<file path="src/rtl/integrator_dump.sv">
// integrator_dump -- cascade of K signed integrator stages with sample-valid
// qualification. The block runs free (DUMP=0) or in integrate-and-dump mode
// (DUMP=1). In integrate-and-dump mode the block emits the last stage and
// clears every accumulator once every R accepted samples.
//
// Optional build macro: INTEGRATOR_DUMP_SATURATE_EN
//   When defined, every stage addition saturates instead of wrapping, and a
//   sticky `ovf` output is added.
//
// Parameters: N input width, M accumulator/output width (N<=M<=64),
//             K stages (1..4), DUMP mode, R dump period (2..65536).
// Ports:
//   clk        clock, posedge
//   clr        async reset, active-low
//   sclr       sync clear, active-high (wins over in_valid)
//   in_valid   qualifies `in`
//   in [N]     signed sample
//   out [M]    signed result register, holds between out_valid pulses
//   out_valid  one-cycle pulse when out is updated
//   beat [BW]  accepted-sample counter within the dump period (0 when DUMP=0)
//   ovf        sticky saturation flag (macro builds only)

module integrator_dump_stage #(
    parameter int M = 24
) (
    input  logic signed [M-1:0] i_acc,
    input  logic signed [M-1:0] i_add,
    output logic signed [M-1:0] o_nxt
`ifdef INTEGRATOR_DUMP_SATURATE_EN
   ,output logic                o_sat
`endif
);
`ifdef INTEGRATOR_DUMP_SATURATE_EN
    localparam logic signed [M-1:0] SMAX = {1'b0, {(M-1){1'b1}}};
    localparam logic signed [M-1:0] SMIN = ~SMAX;
    logic signed [M:0] w_wide;

    // One guard bit: the top two bits differ exactly when the M-bit sum overflowed.
    assign w_wide = (M+1)'(i_acc) + (M+1)'(i_add);
    assign o_sat  = w_wide[M] ^ w_wide[M-1];
    assign o_nxt  = o_sat ? (w_wide[M] ? SMIN : SMAX) : w_wide[M-1:0];
`else
    assign o_nxt = i_acc + i_add;
`endif
endmodule

module integrator_dump #(
    parameter  int N    = 16,
    parameter  int M    = 24,
    parameter  int K    = 1,
    parameter  int DUMP = 0,
    parameter  int R    = 8,
    localparam int BW   = (DUMP != 0) ? $clog2(R) : 1
) (
    input  logic                clk,
    input  logic                clr,
    input  logic                sclr,
    input  logic                in_valid,
    input  logic signed [N-1:0] in,
    output logic signed [M-1:0] out,
    output logic                out_valid,
    output logic [BW-1:0]       beat
`ifdef INTEGRATOR_DUMP_SATURATE_EN
   ,output logic                ovf
`endif
);
    localparam logic [BW-1:0] BEAT_LAST = BW'(R - 1);

    logic signed [M-1:0] r_acc    [K];
    logic signed [M-1:0] w_addend [K];
    logic signed [M-1:0] w_nxt    [K];
    logic signed [M-1:0] w_in_ext;
    logic signed [M-1:0] r_out;
    logic                r_vld;
    logic [BW-1:0]       r_beat;
    logic                w_dump;
    logic                w_clear;
`ifdef INTEGRATOR_DUMP_SATURATE_EN
    logic [K-1:0]        w_sat;
    logic                r_ovf;
`endif

    // Signed size cast sign-extends the sample to accumulator width.
    assign w_in_ext = M'(in);

    // Stage i adds the pre-edge value of stage i-1, so the cascade skews by
    // one sample per stage.
    always_comb begin
        w_addend[0] = w_in_ext;
        for (int i = 1; i < K; i++) w_addend[i] = r_acc[i-1];
    end

    for (genvar g = 0; g < K; g++) begin : g_stage
        integrator_dump_stage #(.M(M)) u_stage (
            .i_acc (r_acc[g]),
            .i_add (w_addend[g]),
            .o_nxt (w_nxt[g])
`ifdef INTEGRATOR_DUMP_SATURATE_EN
           ,.o_sat (w_sat[g])
`endif
        );
    end

    // Free-running mode emits on every accepted sample; dump mode emits on the
    // last beat of the period and restarts every accumulator from zero.
    assign w_dump  = (DUMP == 0) || (r_beat == BEAT_LAST);
    assign w_clear = (DUMP != 0) && w_dump;

    always_ff @(posedge clk or negedge clr) begin
        if (!clr) begin
            for (int k = 0; k < K; k++) r_acc[k] <= '0;
            r_out  <= '0;
            r_vld  <= 1'b0;
            r_beat <= '0;
`ifdef INTEGRATOR_DUMP_SATURATE_EN
            r_ovf  <= 1'b0;
`endif
        end else if (sclr) begin
            for (int k = 0; k < K; k++) r_acc[k] <= '0;
            r_out  <= '0;
            r_vld  <= 1'b0;
            r_beat <= '0;
`ifdef INTEGRATOR_DUMP_SATURATE_EN
            r_ovf  <= 1'b0;
`endif
        end else if (in_valid) begin
            for (int k = 0; k < K; k++) r_acc[k] <= w_clear ? '0 : w_nxt[k];
            r_vld <= w_dump;
            if (w_dump) r_out <= w_nxt[K-1];
            if (DUMP != 0) r_beat <= w_dump ? '0 : r_beat + 1'b1;
`ifdef INTEGRATOR_DUMP_SATURATE_EN
            r_ovf <= r_ovf | (|w_sat);
`endif
        end else begin
            r_vld <= 1'b0;
        end
    end

    assign out       = r_out;
    assign out_valid = r_vld;
    assign beat      = r_beat;
`ifdef INTEGRATOR_DUMP_SATURATE_EN
    assign ovf       = r_ovf;
`endif
endmodule

</file>
<file path="config.mk">
export PLATFORM = sky130hd
export DESIGN_NAME = integrator_dump
export DESIGN_NICKNAME = d
export VERILOG_FILES = /design/src/rtl/integrator_dump.sv
export SDC_FILE = /design/constraint.sdc
export NUM_CORES = 1
export LEC_CHECK = 0
export ABC_AREA = 1
export CORE_ASPECT_RATIO = 1.25
export CORE_UTILIZATION = 54
export CTS_BUF_LIST = sky130_fd_sc_hd__clkbuf_16
export DETAILED_ROUTE_END_ITERATION = 8
export HOLD_SLACK_MARGIN = 0.03
export PLACE_DENSITY = 0.81
export REMOVE_ABC_BUFFERS = 1
export SETUP_SLACK_MARGIN = 0.15
export SYNTH_ARGS = -nofsm -noshare
export SYNTH_HDL_FRONTEND = slang
export SYNTH_SLANG_ARGS = --single-unit
</file>
<file path="constraint.sdc">
create_clock -name clk -period 2.4 [get_ports clk]
set_clock_uncertainty 0.05 [all_clocks]
set_input_delay 0.36 -clock clk [delete_from_list [all_inputs] [get_ports clk]]
set_output_delay 0.36 -clock clk [all_outputs]
set_load 0.005 [all_outputs]
</file>
==> impl_metrics.py <==
metrics = {
    "power_and_ir_drop": {
        "p_sw_mw": 0.711,
        "power_frac_comb": 0.482,
        "leakage_nw": 1.88,
        "swShare": 0.402,
        "power.density_nw_per_um2": 536,
        "clkPwrFrac": 0.225,
        "design_power_total_mw": 1.77,
        "p_int_mw": 1.06,
        "peakVddDrop_uv": 303,
        "sequentialPowerShare": 0.292,
    },
    "finish": {
        "drive_above_1_share": 0.0736,
        "fillers": 389,
        "syn_to_final_growth_pct": 26.3,
        "final_common_cell": "nand2_1",
        "nNetsFinal": 548,
        "regArea_um2": 626,
        "mostFrequentLayoutCells": "nand2_1 (191), inv_1 (77), clkdlybuf4s50_1 (44)",
        "multi_input_comb_area_um2": 1690,
        "diodes": 0,
    },
    "drt": {
        "routed-via-count": 2840,
        "routed_wl_um": 7180,
        "drt-wirelength-per-cell_um": 12.8,
        "wl_met2_um": 3480,
        "drt-initial-drc-count": 156,
        "drc": 0,
        "drt_first_pass_iters": 4,
        "wl_met3_um": 267,
        "post_drt_via_cell_ratio": 5.06,
        "highest_layer": "met4",
        "drtAntennaViolNets": 0,
        "met1_length_um": 3200,
    },
    "clock_network": {
        "hold_buffers": 0,
        "cts_setup_buffers": 0,
        "h-tree-depth": 1,
        "clock_latency_ns": 0.27,
        "cts.sinks": 25,
        "numCtsBuffers": 3,
        "clkTransAtPathRegs_ns": 0.07,
        "ctsLongestPathBuffers": 2,
        "cts_tree": "built",
        "clockRootBuffer": "clkbuf_16",
    },
    "floorplan": {
        "rows": 27,
        "start_util": 0.577,
        "die_w_um": 64.2,
        "fp.dieArea_um2": 5120,
        "die_y_um": 79.8,
        "pin_count": 46,
        "core_area_um2": 4530,
    },
    "setup_path": {
        "crit_type": "input port to flop",
        "worstPathMaxFanout": 9,
        "cp-end-kind": "flop",
        "cp.required_ns": 2.51,
        "critPathLaunch": "in[15]",
        "startpoint_type": "input port",
        "reg2reg_from": "out[6]",
        "ff2ff_setup_slack_ns": 0.47,
        "arrival_ns": 2.23,
    },
    "synth": {
        "synth_edf_count": 0,
        "synth.distinct_cells": 27,
        "ys_warn_count": 0,
        "async_reset_ff_frac": 1.00,
        "synthFlopType": "dfrtp_1",
        "syn_area_um2": 2610,
        "yosysSeqAreaShare": 0.239,
        "synthCells": 446,
        "synth_area_per_cell_um2": 5.86,
        "ys_ff_latch": 25,
    },
    "timing": {
        "rsz0062_at_grt": "no",
        "setup_slack_ns": 0.281,
        "holdWs_ns": 0.421,
        "hold_violations": 0,
        "finalMaxSlewViolations": 0,
        "fin_crit_ns": 2.12,
        "setup_tns_ns": 0,
        "fin_crit_sh": 0.883,
        "fmaxAchievable_ghz": 0.472,
        "finalSetupViolations": 0,
    },
    "placement": {
        "io_buffer_count": 44,
        "gp_congestion": 0.967,
        "place_ws_ns": -0.000722,
        "hpwlAfterDp_um": 5710,
    },
    "grt": {
        "grt_pass1_wl_um": 11900,
        "antenna_found_initial": 0,
        "grt_pass1_vias": 2716,
        "overflow": 0,
        "grt_usage": 0.303,
        "grt_max_degree": 26,
    },
    "job": {
        "maxCapViolations": 0,
    },
    "worst_hold_path": {
        "hp-class": "input port to asynchronous set/reset pin",
    },
    "outcome": {
        "status": "complete, no violations",
    },
}
[registers in the layout, indices dropped and copies added, names as in the netlist]
name,cells
out,24
out_valid,1
[routing by layer]
metal	vias up	global-route usage
li1	1494	-
met1	1253	0.368
met2	76	0.543
met3	17	0.0271
met4	0	0.127
met5	-	0
[cells by family (layout without fill, tap and decap cells)]
kind of cell    Yosys count  in the layout  share of synthesized area
compound gates           36             36                     0.0742
fa+ha+maj                24             24                      0.118
buf+inv                  82            139                      0.120
other cells               1              1                    0.00143
simple gates            276            276                      0.441
flops                    25             25                      0.239
xor+xnor                  2              2                    0.00670
[power by group through the flow]
stage / Clock, mW / Sequential [mW] / Combinational (mW)
floorplan: 0 / 0.523 / 0.519
global placement: 0 / 0.522 / 0.829
detailed placement: 0 / 0.525 / 0.837
CTS: 0.400 / 0.517 / 0.843
global route: 0.414 / 0.524 / 0.961
finish: 0.398 / 0.517 / 0.853
[cell usage after synthesis (all sizes together), types with 4 or more instances]
library cell	number	share of area
nand4	5	0.012
nor2	38	0.064
dfrtp	25	0.24
o21ai	14	0.028
nand3	27	0.054
a21oi	19	0.036
nand2	199	0.29
nand3b	4	0.011
inv	78	0.11
ha	23	0.11
[worst max-delay path, stage by stage]
cell and delay, ns:
clkdlybuf4s50_1 0.40, buf_4 0.18, ha_1 0.34, nand2_1 0.14
inv_1 0.09, nand2_1 0.06, nor2_1 0.21, nand3b_1 0.17
nand3_1 0.11, nand2_1 0.05, nand3_1 0.06, nand2_1 0.05
[through the flow]
stage / utilization / std cells / cell area (um2)
3_5_place_dp: 0.708 / 557 / 3200
6_report: 0.729 / 561 / 3300
2_1_floorplan: - / 442 / 2590
5_1_grt: 0.729 / 561 / 3300
3_3_place_gp: 0.708 / 557 / 3200
4_1_cts: 0.726 / 561 / 3280
[area by class of cell]
cell class / count / share of cell area
clock inverter: 1 / 0.00152
clock buffer: 3 / 0.0227
inverter: 78 / 0.0887
sequential: 25 / 0.189
timing repair buffer: 57 / 0.163
multi-input combinational: 339 / 0.513
tap: 58 / 0.0220
[worst paths after layout]
check | to | cells past startpoint
setup / recovery | out[19] | 12
hold / removal | out[5] | 2
setup reg to reg | out[15] | 10
hold reg to reg | out[10] | 2
max in group asynchronous | out[7] | 2
min in group clk | out[10] | 2
[timing repair]
action	CTS	global route
endpoints found under the setup margin	0	2
endpoints found under the hold margin	0	0
gates resized for setup	0	3
(Power assumes the default switching activity.)
